### src/rtl/ifu_pkg.sv
// Shared constants and types for the instruction fetch unit.
package ifu_pkg;

    localparam logic [31:0] INST_NOP   = 32'h0000_0013;
    localparam logic [31:0] ZERO_WORD  = 32'h0000_0000;
    localparam logic [31:0] INST_BYTES = 32'd4;

    typedef struct packed {
        logic [31:0] addr;
        logic [31:0] data;
    } fetch_entry_t;

endpackage

### src/rtl/ifu_queue.sv
// Prefetch queue: allocates in issue order, fills in response order, pops from the head.
module ifu_queue
    import ifu_pkg::*;
#(
    parameter int DEPTH = 4
) (
    input  logic                       clk,
    input  logic                       rst,
    input  logic                       flush,
    input  logic                       alloc,
    input  logic [31:0]                alloc_addr,
    input  logic                       fill,
    input  logic [31:0]                fill_data,
    input  logic                       pop,
    output logic                       head_valid,
    output fetch_entry_t               head,
    output logic [$clog2(DEPTH):0]     count,
    output logic [$clog2(DEPTH):0]     pending
);

    localparam int PW = $clog2(DEPTH);
    localparam int CW = PW + 1;

    fetch_entry_t     entries [DEPTH];
    logic [DEPTH-1:0] filled;
    logic [PW-1:0]    wr_ptr;
    logic [PW-1:0]    fill_ptr;
    logic [PW-1:0]    rd_ptr;

    // NOTE: entry storage has no reset; it is only observed through filled/count, which are reset.
    always_ff @(posedge clk) begin
        if (alloc) entries[wr_ptr].addr <= alloc_addr;
        if (fill)  entries[fill_ptr].data <= fill_data;
    end

    // NOTE: state registers use non-blocking assignments so every flop samples pre-edge values.
    always_ff @(posedge clk or negedge rst) begin
        if (!rst) begin
            wr_ptr   <= '0;
            fill_ptr <= '0;
            rd_ptr   <= '0;
            count    <= '0;
            pending  <= '0;
            filled   <= '0;
        end else if (flush) begin
            wr_ptr   <= '0;
            fill_ptr <= '0;
            rd_ptr   <= '0;
            count    <= '0;
            pending  <= '0;
            filled   <= '0;
        end else begin
            // The alloc slot is free, the fill slot is unfilled and the head is filled,
            // so these three indices never collide in one cycle.
            if (alloc) begin
                wr_ptr         <= wr_ptr + 1'b1;
                filled[wr_ptr] <= 1'b0;
            end
            if (fill) begin
                fill_ptr         <= fill_ptr + 1'b1;
                filled[fill_ptr] <= 1'b1;
            end
            if (pop) rd_ptr <= rd_ptr + 1'b1;
            count   <= count + CW'(alloc) - CW'(pop);
            pending <= pending + CW'(alloc) - CW'(fill);
        end
    end

    assign head_valid = (count != '0) && filled[rd_ptr];
    assign head       = entries[rd_ptr];

endmodule

### src/rtl/ifu.sv
// Instruction fetch unit: owns the PC, issues in-order ROM reads, drops stale responses after a redirect.
module ifu
    import ifu_pkg::*;
#(
    parameter logic [31:0] RESET_PC = 32'h0,
    parameter int          DEPTH    = 4
) (
    input  logic        clk,
    input  logic        rst,
    input  logic        jump_en_i,
    input  logic [31:0] jump_addr_i,
    input  logic        hold_i,
    output logic        mem_req_o,
    output logic [31:0] mem_addr_o,
    input  logic        mem_gnt_i,
    input  logic        mem_rvalid_i,
    input  logic [31:0] mem_rdata_i,
    output logic        inst_valid_o,
    output logic [31:0] inst_o,
    output logic [31:0] inst_addr_o
);

    localparam int CW = $clog2(DEPTH) + 1;

    logic [31:0]   pc_q;
    logic [CW-1:0] drop_cnt;
    logic [CW-1:0] drop_d;
    logic [CW-1:0] count;
    logic [CW-1:0] pending;
    logic [CW:0]   occupancy;
    logic          issue;
    logic          fill;
    logic          pop;
    logic          head_valid;
    fetch_entry_t  head;

    // Issue looks only at registered occupancy, never at this cycle's pop or hold.
    assign occupancy  = {1'b0, count} + {1'b0, drop_cnt};
    assign mem_req_o  = !jump_en_i && (occupancy < (CW+1)'(DEPTH));
    assign mem_addr_o = pc_q;
    assign issue      = mem_req_o && mem_gnt_i;

    assign fill = mem_rvalid_i && (drop_cnt == '0) && (pending != '0) && !jump_en_i;
    assign pop  = head_valid && !hold_i && !jump_en_i;

    // NOTE: combinational blocks assign a default first so no path leaves drop_d unassigned (no latch).
    always_comb begin
        drop_d = drop_cnt;
        if (jump_en_i) begin
            // Every unfilled entry becomes a stale response; one arriving now is already paid off.
            drop_d = drop_cnt + pending;
            if (mem_rvalid_i && (drop_d != '0)) drop_d = drop_d - 1'b1;
        end else if (mem_rvalid_i && (drop_cnt != '0)) begin
            drop_d = drop_cnt - 1'b1;
        end
    end

    always_ff @(posedge clk or negedge rst) begin
        if (!rst) begin
            pc_q     <= RESET_PC;
            drop_cnt <= '0;
        end else begin
            if (jump_en_i)  pc_q <= jump_addr_i;
            else if (issue) pc_q <= pc_q + INST_BYTES;
            drop_cnt <= drop_d;
        end
    end

    ifu_queue #(
        .DEPTH (DEPTH)
    ) u_queue (
        .clk        (clk),
        .rst        (rst),
        .flush      (jump_en_i),
        .alloc      (issue),
        .alloc_addr (pc_q),
        .fill       (fill),
        .fill_data  (mem_rdata_i),
        .pop        (pop),
        .head_valid (head_valid),
        .head       (head),
        .count      (count),
        .pending    (pending)
    );

    assign inst_valid_o = head_valid;
    assign inst_o       = head_valid ? head.data : INST_NOP;
    assign inst_addr_o  = head_valid ? head.addr : ZERO_WORD;

endmodule

### config.mk
export PLATFORM = sky130hd
export DESIGN_NAME = ifu
export DESIGN_NICKNAME = d
export VERILOG_FILES = /design/src/rtl/ifu_pkg.sv /design/src/rtl/ifu_queue.sv /design/src/rtl/ifu.sv
export SDC_FILE = /design/constraint.sdc
export NUM_CORES = 1
export LEC_CHECK = 0
export CAP_MARGIN = 10
export CORE_UTILIZATION = 25
export DETAILED_ROUTE_END_ITERATION = 16
export GPL_ROUTABILITY_DRIVEN = 0
export PLACE_DENSITY = 0.53
export SLEW_MARGIN = 0
export SYNTH_ARGS = -nofsm -noshare
export SYNTH_HDL_FRONTEND = slang
export SYNTH_SLANG_ARGS = --single-unit
### constraint.sdc
create_clock -name clk -period 3.19 [get_ports clk]
set_clock_uncertainty 0.2 [all_clocks]
set_input_delay 0.7975 -clock clk [delete_from_list [all_inputs] [get_ports clk]]
set_output_delay 0.7975 -clock clk [all_outputs]
set_load 0.02 [all_outputs]
# --- After elaboration in Yosys (flattened, before gate mapping) ---
# Memory sizes are Yosys's and may differ from the RTL's.
# Index checks and enable logic that the tools add are counted.
totals:
  ff_bits: 51
  latchBits: 0
  ram_bits: 256
  mem_bits_ro: 0
  inputBits: 70
  output_inout_bits: 98
  word_cells: 82
  memories: 1
op_classes:
  addsub: 12
  n_mul: 0
  n_div: 0
  n_lt_le_gt_ge: 6
  n_eq_ne: 0
  shifts: 0
  muxes: 29
  bitwise_logic: 3
  n_reduce_logical: 23
memory_table:
  columns: ["name", "words", "width", "read_ports", "rd_clocked_by_memory_dff", "write_ports", "line", "rtl"]
  rows:
  - ["u_queue.entries", 4, 64, 1, 0, 2, "ifu_queue.sv:24", "fetch_entry_t entries [DEPTH];"]
op_table:
  columns: ["operator", "n"]
  rows:
  - ["32-bit two-way mux", 4]
  - ["32-bit by 3-bit adder with 32-bit output, second input constant", 1]
  - ["4-bit two-way mux", 4]
  - ["3-bit two-way mux", 5]
  - ["1-bit logical AND", 12]
  - ["2-bit two-way mux", 6]
  - ["3-bit nonzero test", 4]
  - ["2-bit by 3-bit < comparator with 1-bit output, second input constant", 3]
  - ["2-bit nonzero test", 4]
  - ["1-bit two-way mux", 7]
  - ["2-bit by 1-bit adder with 2-bit output, second input constant", 3]
  - ["3-bit by 1-bit adder with 3-bit output", 2]
  - ["3-bit by 1-bit subtractor with 3-bit output", 2]
  - ["3-bit by 1-bit subtractor with 3-bit output, second input constant", 2]
  - ["3-bit by 3-bit adder with 4-bit output", 1]
  - ["4-bit AND", 1]
  - ["1-bit demux with 2-bit select", 2]
  - ["2-bit by 1-bit greater-or-equal comparator with 1-bit output, second input constant", 2]
  - ["4-bit by 3-bit < comparator with 1-bit output, second input constant", 1]
  - ["4-bit inverter", 1]
  - ["4-bit OR", 1]
  - ["3-bit adder", 1]
  - ["3-bit zero test", 1]
  - ["1-bit binary-select mux with 2-bit select", 1]
  - ["1-bit zero test", 2]

# --- Depth between registers and ports, before layout ---
# Gate-level depths: netlist of run 1.
logic_depth:
  ltp_word: 11
  depth_mapped: 12
  mapped_depth_nobuf: 11

# --- By module ---
# From an unflattened synthesis of run 1, not the netlist that was laid out.
unflattened:
  cells_unflattened: 732
  area_unflattened_um2: 12812.3
modules_own_cells:
  columns: ["mod", "n_inst", "cells_per_inst", "area_each_um2", "seq_area_each_um2"]
  rows:
  - ["ifu_queue", 1, 415, 10199.8, 8087.8]
  - ["ifu", 1, 317, 2612.5, 875.8]

# --- Worst setup path after synthesis of run 1 ---
# No wires, ideal clock.
synth_path:
  path_kind: "input port to flip-flop"
  from: "input jump_en_i"
  to: "memory u_queue.entries[0][32] (netlist bit) (enable)"
  setup_ns: 0.387
  arrival_ns: 2.459
  required_ns: 2.603
  path_slack_ns: 0.144
  path_stages: 7
  n_path_buf: 2
  cell_sequence: "nor4_4 -> nand3_2 -> inv_2 -> buf_2 -> buf_2 -> nand2_1 -> inv_1"
synth_lines:
  columns: ["item", "line", "rtl"]
  rows:
  - ["from (decl)", "ifu.sv:10", "input logic jump_en_i,"]
  - ["to (decl)", "ifu_queue.sv:24", null]

# --- Worst setup path in the final report of run 1 ---
layout_path:
  from: "register u_queue.rd_ptr[0]"
  to: "output inst_o[13]"
layout_between:
  elab_chain_cells: 4
  elab_cells_between_ends: 5
  classes_between: "3 x mux; 1 x reduce/logical; 1 x memory"
layout_lines:
  columns: ["item", "line", "rtl"]
  rows:
  - ["from (decl)", "ifu_queue.sv:28", "logic [PW-1:0] rd_ptr;"]
  - ["from (signal assigned)", "ifu_queue.sv:63", "if (pop) rd_ptr <= rd_ptr + 1'b1;"]
  - ["1-bit binary-select mux with 2-bit select", "ifu_queue.sv:69", "assign head_valid = (count != '0) && filled[rd_ptr];"]
  - ["1-bit two-way mux (not written as such)", "ifu_queue.sv:69", null]
  - ["1-bit logical AND", "ifu_queue.sv:69", null]
  - ["32-bit two-way mux *", "ifu.sv:87", "assign inst_o = head_valid ? head.data : INST_NOP;"]
  - ["to (decl)", "ifu.sv:19", "output logic [31:0] inst_o,"]
# Every way passes the cells marked *; elsewhere a longest branch is shown, timed or not. The select of a mux whose other input is x is not followed.

==> summary.md, run 1 <==
| Metric | Value |
|---|---|
| Max_slew headroom | `52.02%` |
| Synthesized Nets | `831` |
| Worst slack, placed | `-0.003704 ns` |
| Detailed Routing Iterations Pass 1 | `4` |
| Async set or reset register ratio after synthesis | `16.61%` |
| Tmin final | `3.460 ns` |
| Final worst slack | `-0.2702 ns` |
| Largest net degree at the start of global routing | `52` |
| Area post-placement | `15,630 µm²` |
| Max-slew violations | `0` |
| CTS Root Cell | `clkbuf_16` |
| Hold-fix buffers, CTS | `0` |
| Max Cap Viol | `0` |
| Synth top area cells | `edfxtp_1, mux4_2, dfrtp_1` |
| Hold crit path type | `in2async` |
| Crit path DAT | `2.46 ns` |
| Total GRT Usage | `12.32%` |
| Worst Path Required | `2.19 ns` |
| Total routed wirelength | `about 33,000 µm` |
| CTS Buf Count | `35` |
| Port Buf Inserts | `167` |
| Initial antenna violation count | `0` |
| EDFF count, synth | `256` |
| Final Setup Violations | `66` |
| Die Area | `51,910 µm²` |
| Antenna cells | `0` |
| Failing checks | `setup timing` |
| P_leak | `6.214 nW` |
| Syn Area/Cell | `17.25 µm²` |
| PwrDens | `584.8 nW/µm²` |
| Setup crit start | `u_queue.rd_ptr[0]` |
| GRT met2 Usage | `19.93%` |
| GRT met1 Usage | `16.56%` |
| Starting Density | `25.36%` |
| Sequential share of the synthesized area | `70.30%` |
| Overall power | `around 10 mW` |
| Via total after detailed routing | `7,473` |
| # DRC | `0` |
| Post-Synthesis Cell Area | `12,750 µm²` |
| Layout cells sized above 1 | `32.97%` |
| CP max FO | `7` |
| Vias per cell | `4.411` |
| GRT busiest layer | `met2` |
| Grt total ovfl | `0` |
| Post-synth top area share | `60.29%` |
| Rows | `a little over 80` |
| Post-DR wirelength/cell | `19.50 µm` |
| Final hold vios | `0` |
| Die Y-Extent | `227.8 µm` |
| Crit path capture type | `output pin` |
| Startpoint types | `register` |
| Most common cell after layout, fill and taps aside | `edfxtp_1` |
| Reg-to-reg startpoint | `u_queue.rd_ptr[0]` |
| First-pass GRT wire length | `48,490 µm` |
| Most frequent cells in the layout | `edfxtp_1, clkdlybuf4s50_1, mux4_2` |
| R2r endpoint | `u_queue.count[1]` |
| R2r worst-path depth | `13` |
| Die Wd | `227.8 µm` |
| Peak VDD IR | `0.2702 mV` |
| Largest area contributor in the netlist | `edfxtp_1` |
| H-tree levels | `2` |
| Clock latency on the worst-skew pair | `0.54 ns` |
| R2r setup slk | `-0.03 ns` |
| RSZ-0062 raised after global routing | `true` |
| DR iter-0 viols | `512` |
| Status | `complete, but fails checks` |
| Max Clock Freq | `just under 0.3 GHz` |
| Clk sinks | `307` |
| Area of the core | `50,270 µm²` |
| Post-layout net count | `1,088` |
| Vias in the first global route | `between 7,000 and 8,000` |
| Flop and latch count out of synthesis | `~310` |
| Post-Synthesis Cells | `approximately 740` |
| CTS clk-pin slew, worst paths | `0.06 ns` |
| Detailed Place HPWL | `slightly below 20,000 µm` |
| Tcrit/Tclk final | `108.5%` |
| Worst setup path endpoint | `inst_o[13]` |
| Post-DRT Antenna Nets | `0` |
| Ys flop type | `edfxtp_1` |
| Ports | `168` |
| GR Layer Usage met3 | `under 10%` |
| Worst-margin pin slew | `slightly above 0.7 ns` |
| CTS tree | `yes` |
| Clk buf depth | `3` |
| Synth warn | `0` |
| Final Cell Area | `17,680 µm²` |
| Crit Path Class | `reg2out` |
| Yosys cell types | `48` |
| Area grow syn2layout | `38.70%` |
==> worst min path at each step <==
stage,start,endpoint,slack [ns],depth (start not counted)
6_report,rst,mem_addr_o[2],0.05,2
5_1_grt,rst,mem_addr_o[2],0.06,2
4_1_cts,rst,mem_addr_o[2],0.05,2
3_5_place_dp,u_queue.filled[3],u_queue.filled[3],0.32,2
3_3_place_gp,u_queue.filled[0],u_queue.filled[0],0.32,2
2_1_floorplan,u_queue.filled[3],u_queue.filled[3],0.29,2
==> power by group <==
part	internal (mW)	leakage [nW]	switching [mW]
clock	2.56	0.582	1.60
sequential	4.63	2.95	0.219
combinational	0.660	2.68	0.670
total	7.85	6.21	2.49
==> sequential cells by signal, summed over array words and instances, names as in the netlist <==
name,count
u_queue.entries,256
mem_addr_o,32
u_queue.filled,4
drop_cnt,3
u_queue.count,3
u_queue.pending,3
u_queue.fill_ptr,2
u_queue.rd_ptr,2
u_queue.wr_ptr,2
==> Yosys cell counts, types with 2 or more instances <==
cell type  instances
a31o_2             3
o21ai_0           20
a31oi_1            2
mux4_2            65
and3_1             8
a221o_1            2
and2_1             2
a21boi_0           2
nand3_1           17
xor2_1             6
o311ai_0           7
o211ai_1          10
o31ai_1            4
a21oi_1            5
mux2i_1            8
clkbuf_1          19
xnor2_1           11
or2_2              4
fa_1               3
mux2_2             3
nor2b_1           65
nor2_1            22
nand2_1           48
dfrtp_1           51
ha_1              19
buf_2             11
a32oi_1            2
or3_1              3
nor3_1             5
a22oi_1            4
buf_1              4
edfxtp_1         256
nor4_4             3
nand4_1           11
inv_1             21
==> layout make-up <==
| class | count | area, µm² |
|---|---|---|
| fill | 4802 | 32590 |
| sequential | 307 | 8972 |
| multi-input combinational | 375 | 3809 |
| timing repair buffer | 255 | 2791 |
| clock buffer | 49 | 978.4 |
| tap | 672 | 840.8 |
| clock inverter | 14 | 207.7 |
| inverter | 22 | 85.08 |
==> critical path, stage by stage, from the launching register on <==
cell and delay [ns]:
dfrtp_4 0.47, mux4_2 0.54, o31ai_4 0.17, clkbuf_16 0.26
buf_12 0.13, clkbuf_16 0.14, nor2b_1 0.04, buf_4 0.15
==> per-stage QoR <==
stage          std cells  setup TNS (ns)  hold WS (ns)  util, %
2_1_floorplan        739               0        0.2859        -
3_3_place_gp        1577               0        0.3197    31.08
3_5_place_dp        1577       -0.005240        0.3203    31.08
4_1_cts             1649          -17.62       0.05171    33.42
5_1_grt             1694          -17.03       0.05533    35.18
6_report            1694          -10.31       0.04772    35.18
==> cells by family after synthesis <==
kind of cell               count (synthesis)  synth area share, %
xor gates and xnor gates                  17                1.168
DFF                                      307                70.30
adders and majority gates                 22                2.336
buffers and inverters                     57                1.796
muxes                                     76                12.37
and+or+nand+nor                          197                8.646
AOI/OAI and AO/OA                         63                3.376
==> what timing repair did <==
action	CTS	global route
setup buffers	8	42
pin swaps	1	4
cloned	1	6
endpoints found under the setup margin	66	67
hold endpoints to repair	0	0
gates resized for setup	162	256
==> metal layers <==
layer / wire length (µm) / part of all wire [%] / up-vias
met5: 0 / 0 / -
met2: 15990 / 48 / 150
met3: 1341 / 4.1 / 42
met4: 724 / 2.2 / 0
li1: - / - / 3384
met1: 14970 / 45 / 3897
(Power assumes the default switching activity.)
==> inputs of run 2 (changes only) <==
--- a/config.mk
+++ b/config.mk
@@ -9,6 +9,7 @@
 export CORE_UTILIZATION = 25
 export DETAILED_ROUTE_END_ITERATION = 16
 export GPL_ROUTABILITY_DRIVEN = 0
+export GPL_TIMING_DRIVEN = 0
 export PLACE_DENSITY = 0.53
 export SLEW_MARGIN = 0
 export SYNTH_ARGS = -nofsm -noshare
==> summary.md, run 2 (synthesis gave the netlist of run 1 again) <==
| Metric | Value |
|---|---|
| Status | `complete, but fails checks (unchanged)` |
| Failing checks | `setup timing (unchanged)` |
| Area grow syn2layout | `37.10% (was 38.70%)` |
| Crit Path Class | `reg2out (unchanged)` |
| Clk sinks | `307 (unchanged)` |
| Hold crit path type | `in2async (unchanged)` |
| Antenna cells | `0 (unchanged)` |
| Initial antenna violation count | `1 (was 0)` |
| Fin Setup TNS | `-5.607 ns (was -10.31 ns)` |
| Peak VDD IR | `0.2982 mV (was 0.2702 mV)` |
| GRT met1 Usage | `16.74% (was 16.56%)` |
| P_leak | `6.092 nW (was 6.214 nW)` |
| Final Cell Area | `17,480 µm² (was 17,680 µm²)` |
| Total GRT Usage | `12.99% (was 12.32%)` |
| GR Layer Usage met3 | `2.475% (was 2.388%)` |
| Delay-heaviest family, CP | `buffers and inverters (unchanged)` |
| Final worst slack | `-0.1771 ns (was -0.2702 ns)` |
| Final hold vios | `0 (unchanged)` |
| Post-layout net count | `1,074 (was 1,088)` |
| Layout cells sized above 1 | `31.42% (was 32.97%)` |
| Sw Ratio | `24.03% (was 24.09%)` |
| Die Area | `51,910 µm² (unchanged)` |
| Placed cells | `1,588 (was 1,577)` |
| Area post-placement | `15,480 µm² (was 15,630 µm²)` |
| Max Cap Viol | `0 (unchanged)` |
| Internal | `7.973 mW (was 7.850 mW)` |
| PwrDens | `600.4 nW/µm² (was 584.8 nW/µm²)` |
| Worst-margin pin slew | `0.7749 ns (was 0.7170 ns)` |
| Detailed Place HPWL | `21,910 µm (was 19,790 µm)` |
| Max_slew headroom | `48.15% (was 52.02%)` |
| Total routed wirelength | `33,590 µm (was 33,030 µm)` |
| CTS clk-pin slew, worst paths | `0.06 ns (about the same)` |
| Post-DRT Antenna Nets | `0 (unchanged)` |
| Final cell utilization of the core | `34.77% (was 35.18%)` |
| Via total after detailed routing | `7,428 (was 7,473)` |
| Startpoint types | `register (unchanged)` |
| Ports | `168 (unchanged)` |
| Clock latency on the worst-skew pair | `0.54 ns (about the same)` |
| Seq pwr share | `46.2% (was 46.9%)` |
| CP max stage delay | `0.54 ns (about the same)` |
| DR iter-0 viols | `379 (was 512)` |
| Grt total ovfl | `0 (unchanged)` |
| Largest Register | `u_queue.entries (unchanged)` |
| Vias in the first global route | `7,888 (was 7,724)` |
| Die Y-Extent | `227.8 µm (unchanged)` |
| Worst slack, placed | `-1.073 ns (was -0.003704 ns)` |
| Starting Density | `25.36% (unchanged)` |
| Largest net degree at the start of global routing | `32 (was 52)` |
| Final Setup Violations | `61 (was 66)` |
| CTS tree | `yes (unchanged)` |
| RSZ-0062 raised after global routing | `true (unchanged)` |
| Clk buf depth | `3 (unchanged)` |
| Tcrit/Tclk final | `105.6% (was 108.5%)` |
| Fillers | `4,851 (was 4,802)` |
| Max-slew violations | `0 (unchanged)` |
| Psw | `2.522 mW (was 2.491 mW)` |
| Hold slack final | `0.05248 ns (was 0.04772 ns)` |
| Max FFs per register | `256 (unchanged)` |
| Most common cell after layout, fill and taps aside | `edfxtp_1 (unchanged)` |
| Most frequent cells in the layout | `edfxtp_1, clkdlybuf4s50_1, mux4_2 (unchanged)` |
| CTS Buf Count | `37 (was 35)` |
| First-pass GRT wire length | `50,510 µm (was 48,490 µm)` |
| Die Wd | `227.8 µm (unchanged)` |
| Tmin final | `3.367 ns (was 3.460 ns)` |
| WP buf/inv | `5 (was 4)` |
| Area taken by multi-input logic gates | `3799 µm² (was 3809 µm²)` |
| FF+latch area | `8966 µm² (was 8972 µm²)` |
| GRT busiest layer | `met2 (unchanged)` |
| Worst Path Required | `2.19 ns (about the same)` |
| Detailed Routing Iterations Pass 1 | `5 (was 4)` |
| Vias per cell | `4.419 (was 4.411)` |
| Crit path DAT | `2.37 ns (was 2.46 ns)` |
| CTS Root Cell | `clkbuf_16 (unchanged)` |
| Overall power | `10.50 mW (was 10.34 mW)` |
| Clk network pwr share | `41.5% (was 40.2%)` |
| Area of the core | `50,270 µm² (unchanged)` |
| Fin cells | `1,681 (was 1,694)` |
| Crit path capture type | `output pin (unchanged)` |
| Rows | `82 (unchanged)` |
| CP max FO | `6 (was 7)` |
| Port Buf Inserts | `167 (unchanged)` |
| H-tree levels | `2 (unchanged)` |
| GRT met2 Usage | `21.78% (was 19.93%)` |
| Worst path cell trace | `buf_6 > mux4_2 > o31ai_4 > buf_6 > clkbuf_16 > clkbuf_16 > nor2b_1 > buf_2 (was mux4_2 > o31ai_4 > clkbuf_16 > buf_12 > clkbuf_16 > nor2b_1 > buf_4)` |
| # DRC | `0 (unchanged)` |
| Slowest library cell on the worst path | `mux4_2 (unchanged)` |
| Post-DR wirelength/cell | `19.98 µm (was 19.50 µm)` |
| Max Clock Freq | `0.2970 GHz (was 0.2890 GHz)` |
| Comb pwr share | `12.3% (was 12.9%)` |
[run 2: changes by cell type in the layout (fill, tap and decap cells not counted), sizes merged]
cell / previous run / this run
dlygate4sd2: 0 / 1
buf: 147 / 116
bufinv: 5 / 6
clkdlybuf4s15: 0 / 1
inv: 26 / 27
clkbuf: 58 / 72
[run 2: path summary, 6_finish.rpt]
path                                   startpoint           endpoint  slack, ns  depth (start not counted)
worst min-delay path                          rst     mem_addr_o[21]       0.05                          1
max in group asynchronous                     rst   u_queue.count[2]       2.14                          2
worst max register to register   u_queue.count[2]   u_queue.count[2]       0.18                         10
min in group clk                u_queue.filled[3]  u_queue.filled[3]       0.33                          2
worst min register to register  u_queue.filled[3]  u_queue.filled[3]       0.33                          2
worst max-delay path            u_queue.rd_ptr[0]    inst_addr_o[18]      -0.18                          8
[run 2: layer usage]
layer	up-vias	wire, µm
li1	3378	-
met1	3813	14840
met2	180	16540
met3	55	1373
met4	2	823
met5	-	9
[run 2: worst register-to-register path, cell delays in order, from the launching register on]
cell,delay (ns)
dfrtp_2,0.44
ha_1,0.32
nor4_4,0.36
nand3_2,0.26
inv_4,0.24
buf_4,0.25
ha_1,0.17
inv_1,0.05
fa_1,0.38
xnor2_1,0.16
nor2_1,0.05
[run 2: timing repair]
item	4_1_cts	5_1_grt
hold buffers	0	0
gates resized for setup	343	153
hold endpoints to repair	0	0
setup buffers	14	11
pin swaps	1	2
cloned	2	2
setup endpoints to repair	310	150
[run 2: final cells by class]
| cell class | instances | share of cell area [%] |
|---|---|---|
| flip-flops and latches | 307 | 51.30 |
| inverters | 22 | 0.5297 |
| well taps | 672 | 4.810 |
| plain buffers | 33 | 2.069 |
| clock inverters | 16 | 1.439 |
| repair buffers | 206 | 12.38 |
| multi-input cells | 375 | 21.73 |
| clock buffers | 50 | 5.748 |
[run 2: power groups by stage]
| stage | combinational, mW | sequential (mW) | clock [mW] |
|---|---|---|---|
| 6_report | 1.29 | 4.85 | 4.35 |
| 5_1_grt | 1.43 | 4.89 | 4.60 |
| 4_1_cts | 1.24 | 4.86 | 4.47 |
| 3_5_place_dp | 1.21 | 4.94 | 0 |
| 3_3_place_gp | 1.16 | 4.94 | 0 |
| 2_1_floorplan | 0.651 | 4.92 | 0 |
==> inputs of run 3 (changes only) <==
--- a/config.mk
+++ b/config.mk
@@ -14,4 +14,5 @@
 export SLEW_MARGIN = 0
 export SYNTH_ARGS = -nofsm -noshare
 export SYNTH_HDL_FRONTEND = slang
+export SYNTH_HIERARCHICAL = 1
 export SYNTH_SLANG_ARGS = --single-unit
==> constraint.sdc (replaced) <==
create_clock -name clk -period 3.4 [get_ports clk]
set_clock_uncertainty 0.2 [all_clocks]
set_input_delay 0.85 -clock clk [delete_from_list [all_inputs] [get_ports clk]]
set_output_delay 0.85 -clock clk [all_outputs]
set_load 0.02 [all_outputs]
==> summary.md, run 3 <==
| Metric | Value |
|---|---|
| Synth top cells by count | `edfxtp_1, and2_1, mux4_2 (was edfxtp_1, mux4_2, nor2b_1)` |
| Final Setup Violations | `21 (was 61)` |
| Max-slew violations | `0 (unchanged)` |
| Cell with the most instances after synthesis | `edfxtp_1 (unchanged)` |
| Synth Area in Adders | `2.422% (was 2.336%)` |
| Final worst slack | `-0.02777 ns (was -0.1771 ns)` |
| Largest Register | `u_queue/entries (was u_queue.entries)` |
| P_leak | `5.904 nW (was 6.092 nW)` |
| Worst path cell trace | `buf_6 > mux4_2 > o31a_1 > buf_6 > buf_12 > clkbuf_16 > and2_4 > buf_6 (was buf_6 > mux4_2 > o31ai_4 > buf_6 > clkbuf_16 > clkbuf_16 > nor2b_1 > buf_2)` |
| Crit path DAT | `2.38 ns (was 2.37 ns)` |
| RSZ-0062 raised after global routing | `true (unchanged)` |
| Crit path capture type | `output pin (unchanged)` |
| Max FFs per register | `256 (unchanged)` |
| Overall power | `9.177 mW (was 10.50 mW)` |
| Max_slew headroom | `51.44% (was 48.15%)` |
| Async set or reset register ratio after synthesis | `16.61% (unchanged)` |
| Antenna cells | `0 (unchanged)` |
| Hold crit path type | `in2async (unchanged)` |
| Post-DR wirelength/cell | `19.62 µm (was 19.98 µm)` |
| Worst slack, placed | `-1.527 ns (was -1.073 ns)` |
| Post-synth top area share | `60.00% (was 60.29%)` |
| H-tree levels | `2 (unchanged)` |
| Detailed Place HPWL | `21,000 µm (was 21,910 µm)` |
| Initial antenna violation count | `0 (was 1)` |
| Slowest library cell on the worst path | `mux4_2 (unchanged)` |
| R2r worst-path depth | `14 (was 10)` |
| Failing checks | `setup timing (unchanged)` |
| Reg-to-reg startpoint | `u_queue/rd_ptr[1] (was u_queue.count[2])` |
| Via total after detailed routing | `7,130 (was 7,428)` |
| Startpoint types | `register (unchanged)` |
| Yosys cell types | `49 (was 48)` |
| Worst Path Required | `2.35 ns (was 2.19 ns)` |
| Peak VDD IR | `0.3015 mV (was 0.2982 mV)` |
| Area grow syn2layout | `33.21% (was 37.10%)` |
| Status | `complete, but fails checks (unchanged)` |
| Synthesized Nets | `825 (was 831)` |
| Vias per cell | `4.311 (was 4.419)` |
| CTS clk-pin slew, worst paths | `0.06 ns (about the same)` |
| Most frequent cells in the layout | `edfxtp_1, clkdlybuf4s50_1, mux4_2 (unchanged)` |
| Largest net degree at the start of global routing | `34 (was 32)` |
| Post-synthesis mux area share | `12.26% (was 12.37%)` |
| Tcrit/Tclk final | `100.8%` |
| CP max stage delay | `0.52 ns (was 0.54 ns)` |
| Xor-xnor portion of the synthesized cell area | `2.607% (was 1.168%)` |
| Worst-margin pin slew | `0.7284 ns (was 0.7749 ns)` |
| Die Y-Extent | `228.4 µm (was 227.8 µm)` |
| Critical path depth | `8 (unchanged)` |
| Largest area contributor in the netlist | `edfxtp_1 (unchanged)` |
| Tmin final | `3.428 ns` |
| WP buf/inv | `5 (unchanged)` |
| Setup crit start | `u_queue/rd_ptr[0] (was u_queue.rd_ptr[0])` |
| First-pass GRT wire length | `48,110 µm (was 50,510 µm)` |
| Clock latency on the worst-skew pair | `0.52 ns (was 0.54 ns)` |
| Delay-heaviest family, CP | `buffers and inverters (unchanged)` |
| Synth warn | `6 (was 0)` |
| Die Area | `52,160 µm² (was 51,910 µm²)` |
| Synth top area cells | `edfxtp_1, mux4_2, dfrtp_1 (unchanged)` |
| Clk buf depth | `3 (unchanged)` |
| Layout cells sized above 1 | `31.36% (was 31.42%)` |
| Max Cap Viol | `0 (unchanged)` |
| Syn Area/Cell | `17.50 µm² (was 17.25 µm²)` |
| Crit Path Class | `reg2out (unchanged)` |
| DR iter-0 viols | `310 (was 379)` |
| CTS Root Cell | `clkbuf_16 (unchanged)` |
| Flop and latch count out of synthesis | `307 (unchanged)` |
| Vias in the first global route | `7,661 (was 7,888)` |
| Rows | `82 (unchanged)` |
| CTS Buf Count | `35 (was 37)` |
| Final Cell Area | `17,070 µm² (was 17,480 µm²)` |
| Post-layout net count | `1,049 (was 1,074)` |
| Post-Synthesis Cell Area | `12,810 µm² (was 12,750 µm²)` |
| CP max FO | `5 (was 6)` |
| Synth Area in Simple Gates | `8.330% (was 8.646%)` |
| Synth Area in Compound Gates | `2.305% (was 3.376%)` |
| Total GRT Usage | `12.31% (was 12.99%)` |
| Grt total ovfl | `0 (unchanged)` |
| Clk sinks | `307 (unchanged)` |
| Post-Synthesis Cells | `732 (was 739)` |
| Largest family of logic cells by synthesized area | `multiplexers (unchanged)` |
| EDFF count, synth | `256 (unchanged)` |
| Most frequent CP cell | `buf_6` |
| Detailed Routing Iterations Pass 1 | `4 (was 5)` |
| Ys flop type | `edfxtp_1 (unchanged)` |
| Area post-placement | `15,440 µm² (was 15,480 µm²)` |
| PwrDens | `537.7 nW/µm² (was 600.4 nW/µm²)` |
| Ports | `168 (unchanged)` |
| Max Clock Freq | `0.2917 GHz` |
| Starting Density | `25.43% (was 25.36%)` |
| Most common cell after layout, fill and taps aside | `edfxtp_1 (unchanged)` |
| CTS tree | `yes (unchanged)` |
| Area of the core | `50,380 µm² (was 50,270 µm²)` |
| Post-DRT Antenna Nets | `0 (unchanged)` |
| Port Buf Inserts | `167 (unchanged)` |
| Final hold vios | `0 (unchanged)` |
| Die Wd | `228.4 µm (was 227.8 µm)` |
| Total routed wirelength | `32,450 µm (was 33,590 µm)` |
| Sequential share of the synthesized area | `69.96% (was 70.30%)` |
| # DRC | `0 (unchanged)` |
-- run 3: final timing paths --
path	end	slack, ns
max reg2reg	u_queue/count[2]	0.19
min in group clk	u_queue/entries[2][32]	0.34
max	inst_addr_o[30]	-0.03
min reg2reg	u_queue/entries[2][32]	0.34
min	mem_addr_o[17]	0.1
max in group asynchronous	u_queue/rd_ptr[1]	2.29
-- run 3: final cells by class --
type,count,area [µm²]
inverter,15,56.30
multi-input combinational,373,3750
sequential,307,8965
clock inverter,25,230.2
clock buffer,38,908.4
tap,672,840.8
fill,4812,33310
buffer,35,316.6
timing repair buffer,189,2001
-- run 3: what timing repair did --
action | CTS | global route
endpoints found under the setup margin | 333 | 65
resized for setup | 326 | 153
cloned | 1 | 6
hold buffers | 0 | 0
pin swaps | 1 | 1
buffers inserted | 6 | 4
-- run 3: per-layer routing --
metal / share of wire [%] / track usage [%] / wire length, µm / up-vias
met5: 0 / 0 / 0 / -
met4: 2.4 / 4.279 / 771 / 0
met3: 4.2 / 1.996 / 1356 / 47
met2: 50 / 20.89 / 16110 / 138
met1: 44 / 15.89 / 14210 / 3676
li1: - / - / - / 3269
-- run 3: power breakdown --
group	leakage [nW]	internal (mW)	switching, mW
Combinational	2.39	0.483	0.517
Sequential	2.96	4.29	0.171
Clock	0.552	2.18	1.54
Total	5.90	6.95	2.23
-- run 3: cell families (layout without fill, tap and decap cells) --
logic type | after synthesis | count (layout)
AOI/OAI and AO/OA | 49 | 49
xor gates and xnor gates | 35 | 35
adders and majority gates | 23 | 23
buffers and inverters | 52 | 302
DFF | 307 | 307
muxes | 75 | 75
and+or+nand+nor | 191 | 191
-- run 3: per-stage QoR --
stage                     setup TNS [ns]  std cells  hold slack, ns  util, %
after floorplan                        0        732          0.3382        -
after global placement           -494.57       1571          0.3353    30.45
after detailed placement         -324.93       1576          0.3391    30.64
after CTS                         -4.710       1646         0.08267    32.78
after global routing              -2.833       1654          0.1093    33.88
final                            -0.2794       1654         0.09671    33.88
